[src/rtl/ones_count_pkg.sv]
// Shared types and helpers for the ones_count_acc frame popcount accumulator.
// The ONES_COUNT_SAT_EN build option is consumed by ones_count_acc, not here.
package ones_count_pkg;

    typedef enum logic [1:0] {
        IDLE  = 2'd0,
        ACCUM = 2'd1,
        HOLD  = 2'd2
    } state_t;

    // All-ones source pattern; sliced down to the accumulator width for saturation.
    localparam int SAT_MAX_W = 64;
    localparam logic [SAT_MAX_W-1:0] SAT_PATTERN = '1;

    function automatic int pc_width(input int width);
        return $clog2(width + 1);
    endfunction

endpackage

[src/rtl/ones_count_acc_full_adder.sv]
// Single-bit full adder cell used to build the popcount carry-save chain.
module full_adder (
    input  logic a,
    input  logic b,
    input  logic c,
    output logic sum,
    output logic carry
);

    assign sum   = a ^ b ^ c;
    assign carry = (a & b) | (a & c) | (b & c);

endmodule

[src/rtl/ones_count_acc.sv]
// Per-frame ones counter: popcount each beat, accumulate to in_last, present on valid/ready.
// Define ONES_COUNT_SAT_EN to saturate the total on overflow instead of wrapping.
//
// state | meaning
// IDLE  | no frame in progress, accumulator treated as 0
// ACCUM | frame in progress, acc/ovf hold the partial total
// HOLD  | frame result presented on out_count/out_ovf
module ones_count_acc
    import ones_count_pkg::*;
#(
    parameter int WIDTH = 8,
    parameter int ACC_W = 16
) (
    input  logic             clk,
    input  logic             rst,
    input  logic             in_valid,
    output logic             in_ready,
    input  logic [WIDTH-1:0] in_data,
    input  logic             in_last,
    output logic             out_valid,
    input  logic             out_ready,
    output logic [ACC_W-1:0] out_count,
    output logic             out_ovf
);

    localparam int PW = pc_width(WIDTH);
    localparam logic [ACC_W-1:0] SAT_VAL = SAT_PATTERN[ACC_W-1:0];

    state_t state, state_next;
    logic [ACC_W-1:0] acc;
    logic             ovf;
    logic [PW-1:0]    pc;
    logic             beat;
    logic             in_frame;
    logic [ACC_W:0]   sum;
    logic             ovf_new;
    logic [ACC_W-1:0] result;

    // Carry-save chain: each stage folds one input bit into a (sum, carry) vector pair.
    // Carries out of the top bit carry weight 2^PW and are safely dropped since pc <= WIDTH.
    for (genvar i = 0; i < WIDTH; i++) begin : g_csa
        logic [PW-1:0] s_in;
        logic [PW-1:0] c_in;
        logic [PW-1:0] s;
        logic [PW-1:0] cy;
        logic [PW-1:0] c;
        logic          unused_top;

        if (i == 0) begin : g_first
            assign s_in = '0;
            assign c_in = '0;
        end else begin : g_next
            assign s_in = g_csa[i-1].s;
            assign c_in = g_csa[i-1].c;
        end

        for (genvar k = 0; k < PW; k++) begin : g_bit
            full_adder u_fa (
                .a     (s_in[k]),
                .b     (c_in[k]),
                .c     ((k == 0) ? in_data[i] : 1'b0),
                .sum   (s[k]),
                .carry (cy[k])
            );
        end

        if (PW == 1) begin : g_c_narrow
            assign c = '0;
        end else begin : g_c_wide
            assign c = {cy[PW-2:0], 1'b0};
        end
        assign unused_top = cy[PW-1];
    end

    // Resolve the final carry-save pair with a ripple of the same cells.
    for (genvar k = 0; k < PW; k++) begin : g_rca
        logic ci;
        logic co;

        if (k == 0) begin : g_lsb
            assign ci = 1'b0;
        end else begin : g_upper
            assign ci = g_rca[k-1].co;
        end

        full_adder u_fa (
            .a     (g_csa[WIDTH-1].s[k]),
            .b     (g_csa[WIDTH-1].c[k]),
            .c     (ci),
            .sum   (pc[k]),
            .carry (co)
        );
    end

    logic unused_rca_top;
    assign unused_rca_top = g_rca[PW-1].co;

    assign beat     = in_valid & in_ready;
    assign in_frame = (state == ACCUM);

    always_comb begin
        sum     = {1'b0, (in_frame ? acc : {ACC_W{1'b0}})}
                + {{(ACC_W + 1 - PW){1'b0}}, pc};
        ovf_new = sum[ACC_W] | (in_frame & ovf);
`ifdef ONES_COUNT_SAT_EN
        result  = ovf_new ? SAT_VAL : sum[ACC_W-1:0];
`else
        result  = sum[ACC_W-1:0];
`endif
    end

    always_ff @(posedge clk or posedge rst) begin
        if (rst) begin
            state <= IDLE;
        end else begin
            state <= state_next;
        end
    end

    always_comb begin
        state_next = state;
        case (state)
            IDLE, ACCUM: begin
                if (beat) begin
                    state_next = in_last ? HOLD : ACCUM;
                end
            end
            HOLD: begin
                if (out_ready) begin
                    if (beat) begin
                        state_next = in_last ? HOLD : ACCUM;
                    end else begin
                        state_next = IDLE;
                    end
                end
            end
            default: state_next = IDLE;
        endcase
    end

    always_comb begin
        out_valid = (state == HOLD);
        in_ready  = (state != HOLD) | out_ready;
    end

    always_ff @(posedge clk or posedge rst) begin
        if (rst) begin
            acc       <= '0;
            ovf       <= 1'b0;
            out_count <= '0;
            out_ovf   <= 1'b0;
        end else if (beat) begin
            if (in_last) begin
                out_count <= result;
                out_ovf   <= ovf_new;
                acc       <= '0;
                ovf       <= 1'b0;
            end else begin
                acc <= result;
                ovf <= ovf_new;
            end
        end
    end

endmodule

[config.mk]
export PLATFORM = sky130hd
export DESIGN_NAME = ones_count_acc
export DESIGN_NICKNAME = d
export VERILOG_FILES = /design/src/rtl/ones_count_pkg.sv /design/src/rtl/ones_count_acc_full_adder.sv /design/src/rtl/ones_count_acc.sv
export SDC_FILE = /design/constraint.sdc
export NUM_CORES = 1
export LEC_CHECK = 0
export CAP_MARGIN = 0
export CORE_ASPECT_RATIO = 1.75
export CORE_MARGIN = 2
export CORE_UTILIZATION = 55
export DETAILED_ROUTE_END_ITERATION = 8
export PLACE_DENSITY = 0.91
export SLEW_MARGIN = 30
export SYNTH_ARGS = -nofsm -noshare
export SYNTH_HDL_FRONTEND = slang
export SYNTH_SLANG_ARGS = --single-unit
[constraint.sdc]
create_clock -name clk -period 3.2 [get_ports clk]
set_input_delay 0.64 -clock clk [delete_from_list [all_inputs] [get_ports clk]]
set_output_delay 0.64 -clock clk [all_outputs]
set_load 0.02 [all_outputs]
== Word level (Yosys, flattened, before mapping) ==
Cells that the tools add are included.

* Flip-flop bits (word level): 36
* Bits of input ports: 13

* $add $sub $neg: 1
* Eq/ne operators: 5
* Multiplexer cells: 8
* Bitwise operators: 46
* Reductions and logical operators: 4

{| class="wikitable"
|+ Operators with widths
! operator !! count
|-
| two-way mux 16 bit || 2
|-
| AND 1 bit || 21
|-
| bitwise XOR 1 bit || 21
|-
| adder 16 x 4 -> 17 bit || 1
|-
| two-way mux 2 bit || 4
|-
| inequality test 2 bit (second input constant) || 2
|-
| OR 1 bit || 4
|-
| one-hot mux 2 bit (2 select lines) || 1
|-
| AND reduction 2 bit || 2
|-
| equality test 2 x 1 -> 1 bit (second input constant) || 1
|-
| equality test 2 bit (second input constant) || 1
|-
| zero test 2 bit || 1
|-
| inequality test 2 x 1 -> 1 bit (second input constant) || 1
|-
| OR reduction 2 bit || 1
|-
| two-way mux 1 bit || 1
|}

== Logic depth before layout (Yosys ltp) ==
Gate-level depths: netlist of the first run.

* Depth in word-level cells: 15
* Mapped depth: 21

== By module ==
A second synthesis of the first run with hierarchy kept.

* Cell total of the unflattened synthesis: 279
* Area, all modules: 2912.8 µm²

{| class="wikitable"
|+ By module, submodules not included
! module !! times used !! cells an instance !! area an instance (µm²)
|-
| ones_count_acc || 1 || 243 || 2192.1
|-
| full_adder || 36 || 1 || 20.0
|}

== Worst setup path before layout of the first run ==
Ideal clock, no wire load.

* Path kind: input port to flip-flop
* Start point: input in_data[0]
* End point: register out_count[14]
* Library setup time: 82 ps
* Arrival: 4764 ps
* Required time: 3118 ps
* Path slack: -1646 ps
* Stages: 21
* Path buffers: 0
* Cell sequence: inv_1 fa_1 inv_1 ha_1 inv_1 fa_1 inv_1 ha_1 inv_1 fa_1 inv_1 ha_1 inv_1 fa_1 inv_1 ha_1 nor2b_1 o21a_1 o211ai_4 or3b_1 a31oi_1

* Longest elaborated chain between the ends: 13
* Elaborated cells on any way between the ends: 43
* Classes of those cells: 1 x add/sub; 42 x bitwise

{| class="wikitable"
|+ Ends and longest elaborated chain
! element !! line !! source
|-
| start: declaration || ones_count_acc.sv:18 || <nowiki>input logic [WIDTH-1:0] in_data,</nowiki>
|-
| bitwise XOR 1 bit || ones_count_acc_full_adder.sv:10 || <nowiki>assign sum = a ^ b ^ c;</nowiki>
|-
| AND 1 bit or bitwise XOR 1 bit (tied branches) || ones_count_acc_full_adder.sv:11, ones_count_acc_full_adder.sv:10 ||
|-
| bitwise XOR 1 bit or AND 1 bit (tied branches) (5 in a row) || ones_count_acc_full_adder.sv:10, ones_count_acc_full_adder.sv:11 ||
|-
| AND 1 bit (2 in a row) || ones_count_acc_full_adder.sv:11 || <nowiki>assign carry = (a & b) | (a & c) | (b & c);</nowiki>
|-
| OR 1 bit (2 in a row) || ones_count_acc_full_adder.sv:11 ||
|-
| bitwise XOR 1 bit || ones_count_acc_full_adder.sv:10 ||
|-
| adder 16 x 4 -> 17 bit * || ones_count_acc.sv:103 || <nowiki>+ {{(ACC_W + 1 - PW){1'b0}}, pc};</nowiki>
|-
| end signal: assignment || ones_count_acc.sv:154 || <nowiki>out_count <= result;</nowiki>
|-
| end: declaration || ones_count_acc.sv:22 || <nowiki>output logic [ACC_W-1:0] out_count,</nowiki>
|}

Mark *: on every way between the ends. The rest lies on a longest branch, timed or not.
A chain may end at the register's enable or synchronous reset.

== Worst setup path in the final report of the first run ==
* Start point: input in_data[0]
* End point: register out_count[7]

The elaborated chain is that of the path after synthesis.

==> impl_metrics.csv, run 1 <==
group,metric,value,unit
setup_path,end_kind,"flip-flop",
sta,finalSetupViolCount,32,
sta,clock_skew,0.0129,ns
clock_tree,cts_hold_buf,0,
route,drc_errors,0,
setup_path,critPathMaxFanout,6,
synthesis,netlist.area_leader.share,36.2,%
synthesis,yosys.area.top_type,"dfrtp_1",
global_routing,grt_pass1_vias,2399,
sta,fin_ws,-1.54,ns
setup_path,crit_chain,"buf_8 -> inv_8 -> fa_1 -> inv_1 -> ha_2 -> inv_2 -> fa_1 -> inv_2 -> ha_4 -> inv_2 -> fa_1 -> inv_2 -> ha_4 -> inv_2 -> fa_2 -> inv_2 -> ha_4 -> buf_4 -> o21ai_2 -> o21ai_4 -> nand4_1 -> xnor2_1 -> o21ai_1",
floorplan,die_x,54.8,um
route,avgRoutedWirePerCell,19.4,um
route,drt-pass1-iter-count,5,
sta,tns,-41.89,ns
pwr,p_leak,1.45,nW
placement,dpl_worst_slack,-2.30,ns
sta,maxSlewHeadroom,55.3,%
layout,layoutNonFillerInstCount,378,
route,viasPerCell,6.12,
global_routing,grt_pass1_wl,10800,um
sta,fmax,211,MHz
route,drtAntennaViolNets,0,
placement,hpwlAfterDp,4590,um
setup_path,r2r_slack,0.37,ns
global_routing,grt_antenna_before_repair,0,
layout,finalCoreUtilization,77.2,%
setup_path,path_delay_family,"adder cells",
synthesis,synthMostInstantiatedCell,"nand2_1",
synthesis,yosys-top-cells-area,"dfrtp_1 (36%), ha_1 (9.1%), nand2_1 (7.1%)",
job,cap_violations,0,
floorplan,dieArea,5100,sq um
min_path,hold_path.class,"flip-flop to flip-flop",
synthesis,syn-num-nets,305,
setup_path,worstPathArrival,4.90,ns
synthesis,synth_edf_count,0,
pwr,power_density,512,nW/um^2
sta,drv_slew,0,
sta,min_period,4.74,ns
clock_tree,root_buffer,"clkbuf_8",
synthesis,syn-instance-count,269,
layout,layout-drive-gt1-share,29.1,%
floorplan,die_h,93.0,um
placement,numPortBuffers,31,
route,drt_iter0_markers,181,
clock_tree,cts_buffer_depth,2,
setup_path,crit_required,3.36,ns
synthesis,netlist_area,2490,sq um
setup_path,slowest_stage,"fa_1",
synthesis,synth_area_per_cell,9.25,sq um
setup_path,worstSetupStartpointType,"primary input",
floorplan,io-pin-count,32,
layout,area_growth,35.5,%
layout,diodes,0,
clock_tree,path_clk_slew,0.08,ns
setup_path,cpMostUsedCell,"inv_2",
synthesis,synth-seq-cells,36,
clock_tree,htreeDepth,2,
sta,tightest_slew,0.669,ns
pwr,vdd_drop_max,467,uV
route,wirelength,7350,um
layout,fin_nets,362,
setup_path,critical_path_class,"primary input to flip-flop",
placement,numPlacedInstances,358,
status,violations,"negative setup slack",
setup_path,cp_slowest_stage_delay,0.52,ns
placement,gp_congestion,0.957,
global_routing,grt_use_total,29.8,%
clock_tree,tritoncts,"yes",
pwr,p_total,1.73,mW
clock_tree,clock_latency,0.30,ns
floorplan,core.rowCount,32,
sta,min_period_over_period,148,%
global_routing,grt_max_degree,30,
synthesis,synthFlopType,"dfrtp_1",
clock_tree,numCtsBuffers,5,
status,outcome,"finished with violations",
global_routing,grt_overflow,0,
route,vias,2312,
synthesis,synthArstFlopShare,100,%
clock_tree,numClockSinks,36,
floorplan,core_area,4360,sq um
synthesis,seq_area_frac_synth,36.2,%
floorplan,start_util,57.0,%
setup_path,cp_num_buf_inv,10,
sta,rsz0062_at_grt,"true",
synthesis,synth_cell_types,53,
sta,hold_viol,0,
synthesis,ys.warnings.count,0,
synthesis,synth_common_cells,"nand2_1 (47), dfrtp_1 (36), inv_1 (26)",
stage by stage:
step	hold slack, ns	area, sq um
4_1_cts	0.490	3270
6_report	0.487	3370
3_5_place_dp	0.471	3010
5_1_grt	0.530	3370
3_3_place_gp	0.454	3010
2_1_floorplan	0.440	2600
kinds of logic (layout without fill, tap and decap cells):
kind of cell | after synthesis | after routing | share of synthesized area [%]
XOR/XNOR | 14 | 14 | 4.93
AND/OR/NAND/NOR | 98 | 98 | 21.5
multiplexers | 1 | 1 | 0.402
AO/OA/AOI/OAI | 58 | 58 | 15.4
adder cells (fa/ha/maj) | 23 | 23 | 13.1
buffers and inverters | 39 | 97 | 8.45
flip-flops | 36 | 36 | 36.2
worst min-delay path: cells and delay by family (launching register included):
family           cells  cell delay (ns)
AO/OA/AOI/OAI        1             0.06
flip-flops           1             0.34
AND/OR/NAND/NOR      1             0.05
report_power, final:
part           switching, mW  internal [mW]  total (mW)
clock                  0.169          0.231       0.401
combinational          0.417          0.363       0.781
sequential            0.0390          0.505       0.544
total                  0.626           1.10        1.73
layout make-up:
| class | count | area [sq um] |
|---|---|---|
| multi-input combinational | 194 | 1620 |
| fill | 258 | 995 |
| sequential | 36 | 901 |
| timing repair buffer | 63 | 572 |
| inverter | 26 | 105 |
| clock buffer | 6 | 72.6 |
| tap | 51 | 63.8 |
| clock inverter | 2 | 35.0 |
state kept, by name, summed over array words and instances, names as in the netlist:
| register | flops |
|---|---|
| ovf | 1 |
| out_count | 16 |
| out_ovf | 1 |
| acc | 16 |
| state | 2 |
final timing paths:
| check | start | depth (start not counted) | end |
|---|---|---|---|
| max in group asynchronous | rst | 3 | acc[0] |
| max reg2reg | state[0] | 11 | out_count[6] |
| min in group asynchronous | rst | 2 | out_count[5] |
| min reg2reg | out_count[4] | 2 | out_count[4] |
| min | out_count[4] | 2 | out_count[4] |
| max | in_data[0] | 23 | out_count[7] |
layer usage:
layer,vias up,track usage (%),routed length (um)
met3,45,4.35,434
met5,-,0,0
met4,0,23.3,462
met2,137,50.4,3940
met1,1103,30.3,2510
li1,1027,-,-
timing repair:
item,4_1_cts,5_1_grt
hold endpoints to repair,0,0
pin swaps,31,20
endpoints found under the setup margin,34,32
gates cloned,0,0
gates resized for setup,35,14
buffers inserted,9,3
placed cells by master (no fill, tap or decap), drive strengths merged, types with 7 or more instances in the layout:
cell,instances
nand2,49
dfrtp,36
buf,35
clkdlybuf4s50,28
inv,26
o21ai,22
ha,18
nand3,10
xnor2,10
a21oi,7
(Power assumes the default switching activity.)
==> inputs of run 2 (changes only) <==
--- a/config.mk
+++ b/config.mk
@@ -6,11 +6,13 @@
 export NUM_CORES = 1
 export LEC_CHECK = 0
 export CAP_MARGIN = 0
+export CELL_PAD_IN_SITES_DETAIL_PLACEMENT = 0
+export CELL_PAD_IN_SITES_GLOBAL_PLACEMENT = 1
 export CORE_ASPECT_RATIO = 1.75
-export CORE_MARGIN = 2
-export CORE_UTILIZATION = 55
+export CORE_MARGIN = 5
+export CORE_UTILIZATION = 43
 export DETAILED_ROUTE_END_ITERATION = 8
-export PLACE_DENSITY = 0.91
+export PLACE_DENSITY = 0.93
 export SLEW_MARGIN = 30
 export SYNTH_ARGS = -nofsm -noshare
 export SYNTH_HDL_FRONTEND = slang
==> run 2 against run 1 <==
Effect of this change:
- the flow still finishes with violations (negative setup slack)
- sequential share of layout area fell by 0.43 points
- wire length shrank 9.7%
- core utilization is 16 points lower
- sequential power fell by 0.7%
- fmax is 2.3% higher
- setup slack gained 0.11 ns
- non-clock buffer count increased by 3
- critical path depth increased by 1
- clock power shrank 21%
==> impl_metrics.csv, run 2 (synthesis gave the netlist of run 1 again) <==
group,metric,value,unit
status,outcome,"finished with violations",
status,violations,"negative setup slack",
clock_tree,cts_buffer_depth,2,
setup_path,crit_required,3.38,ns
pwr,p_leak,1.44,nW
pwr,p_switching,599,uW
sta,fin_ws,-1.43,ns
global_routing,grt_overflow,0,
route,drtAntennaViolNets,0,
setup_path,worstSetupStartpointType,"primary input",
pwr,power_density,488,nW/um^2
global_routing,busiest_layer,"met2",
pwr,p_total,1.67,mW
layout,diodes,0,
floorplan,core.rowCount,36,
pwr,pwr-share-seq,32.3,%
layout,largestRegisters,"acc (16), out_count (16), state (2)",
placement,hpwlAfterDp,4550,um
layout,multiInputGateArea,1630,sq um
global_routing,grt_antenna_before_repair,0,
placement,placed_cell_area,3050,sq um
floorplan,start_util,44.5,%
clock_tree,root_buffer,"clkbuf_8",
clock_tree,numClockSinks,36,
route,wirelength,6640,um
global_routing,met2_usage,32.3,%
job,cap_violations,0,
global_routing,grt_max_degree,37,
floorplan,core_area,5590,sq um
clock_tree,tritoncts,"yes",
sta,rsz0062_at_grt,"true",
global_routing,grt_pass1_wl,10500,um
sta,tns,-40.67,ns
setup_path,cpMostUsedCell,"inv_2",
floorplan,dieArea,7470,sq um
sta,finalSetupViolCount,32,
floorplan,die_x,67.5,um
pwr,comb_power_share,48.8,%
pwr,swShare,35.9,%
setup_path,crit_chain,"buf_8 -> inv_4 -> fa_1 -> inv_1 -> ha_2 -> inv_2 -> fa_1 -> inv_2 -> ha_4 -> inv_2 -> fa_1 -> inv_2 -> ha_4 -> inv_2 -> fa_2 -> inv_2 -> ha_4 -> buf_6 -> o21ai_4 -> o21ai_4 -> buf_4 -> nand3_2 -> xnor2_2 -> o21ai_1",
setup_path,end_kind,"flip-flop",
route,viasPerCell,5.36,
route,vias,2172,
pwr,internal_power,1.07,mW
layout,final_cell_mix,"nand2_1 (45), dfrtp_1 (36), clkdlybuf4s50_1 (28)",
layout,area_growth,37.7,%
floorplan,die_h,111,um
sta,tightest_slew,0.582,ns
pwr,vdd_drop_max,290,uV
route,drc_errors,0,
setup_path,worstPathArrival,4.81,ns
sta,min_period_over_period,145,%
pwr,power_frac_clock,18.9,%
global_routing,use_met3,3.56,%
clock_tree,path_clk_slew,0.07,ns
placement,gp_congestion,0.894,
placement,numPortBuffers,31,
layout,fin_nets,365,
layout,nFillCells,484,
global_routing,use_met1,18.9,%
sta,drv_slew,0,
clock_tree,htreeDepth,2,
sta,fmax,216,MHz
global_routing,grt_use_total,18.4,%
min_path,hold_path.class,"flip-flop to flip-flop",
sta,hold_ws,0.480,ns
sta,hold_viol,0,
setup_path,cp_slowest_stage_delay,0.53,ns
route,drt_iter0_markers,80,
route,avgRoutedWirePerCell,16.4,um
sta,maxSlewHeadroom,61.1,%
route,drt-pass1-iter-count,4,
global_routing,grt_pass1_vias,2286,
clock_tree,clock_latency,0.31,ns
layout,mostFrequentLayoutCell,"nand2_1",
layout,finalInstanceArea,3420,sq um
setup_path,critical_path_class,"primary input to flip-flop",
sta,min_period,4.63,ns
floorplan,io-pin-count,32,
clock_tree,numCtsBuffers,5,
clock_tree,cts_hold_buf,0,
layout,ff_latch_area,901,sq um
sta,clock_skew,0.00705,ns
setup_path,slowest_stage,"fa_1",
setup_path,critPathMaxFanout,6,
layout,layout-drive-gt1-share,29.5,%
[run 2: cell count changes in the layout (fill, tap and decap cells not counted), sizes merged]
cell,before,now
bufinv,1,0
buf,35,38
[run 2: worst paths after layout]
kind                       depth (start not counted)             to  slack (ns)  startpoint
hold reg to reg                                    2         acc[2]        0.48      acc[2]
hold / removal                                     2         acc[2]        0.48      acc[2]
min in group asynchronous                          3   out_count[5]        0.74         rst
setup / recovery                                  24  out_count[15]       -1.43  in_data[1]
setup reg to reg                                  12         acc[4]        0.45    state[0]
max in group asynchronous                          3        out_ovf        2.12         rst
[run 2: critical path: cells and delay by family]
family                     cells  cell delay, ns
AOI/OAI and AO/OA              3            0.36
xor gates and xnor gates       1            0.19
adders and majority gates      8            2.79
and+or+nand+nor                1            0.13
buffers and inverters         11            0.70
[run 2: cell type report]
type                            instances  share of cell area [%]
Sequential cell                        36                    26.3
Clock buffer                            6                    2.12
Timing Repair Buffer                   66                    17.9
Multi-Input combinational cell        194                    47.6
Tap cell                               76                    2.78
Inverter                               26                    3.14
Clock inverter                          1                   0.146
[run 2: power by group through the flow]
stage	Combinational (mW)	Clock, mW	Sequential [mW]
finish	0.815	0.316	0.540
global route	0.877	0.342	0.547
global placement	0.584	0	0.546
detailed placement	0.603	0	0.549
CTS	0.716	0.327	0.540
floorplan	0.384	0	0.571
[run 2: timing repair]
| action | 4_1_cts | 5_1_grt |
|---|---|---|
| pin swaps | 31 | 29 |
| cloned | 0 | 0 |
| endpoints found under the setup margin | 34 | 32 |
| setup buffers | 9 | 6 |
| resized for setup | 38 | 17 |
[run 2: metal layers]
layer  wire, um  share of wire [%]
met2       3850                 58
met3        186                2.8
met1       2390                 36
met5          0                  0
met4        216                3.3
[run 2: through the flow]
| stage | std cells | setup slack [ns] | utilization (%) |
|---|---|---|---|
| 5_1_grt | 405 | -1.57 | 61.3 |
| 6_report | 405 | -1.43 | 61.3 |
| 3_3_place_gp | 384 | -2.24 | 54.6 |
| 3_5_place_dp | 384 | -2.32 | 54.6 |
| 2_1_floorplan | 269 | -1.51 | - |
| 4_1_cts | 400 | -1.45 | 59.0 |
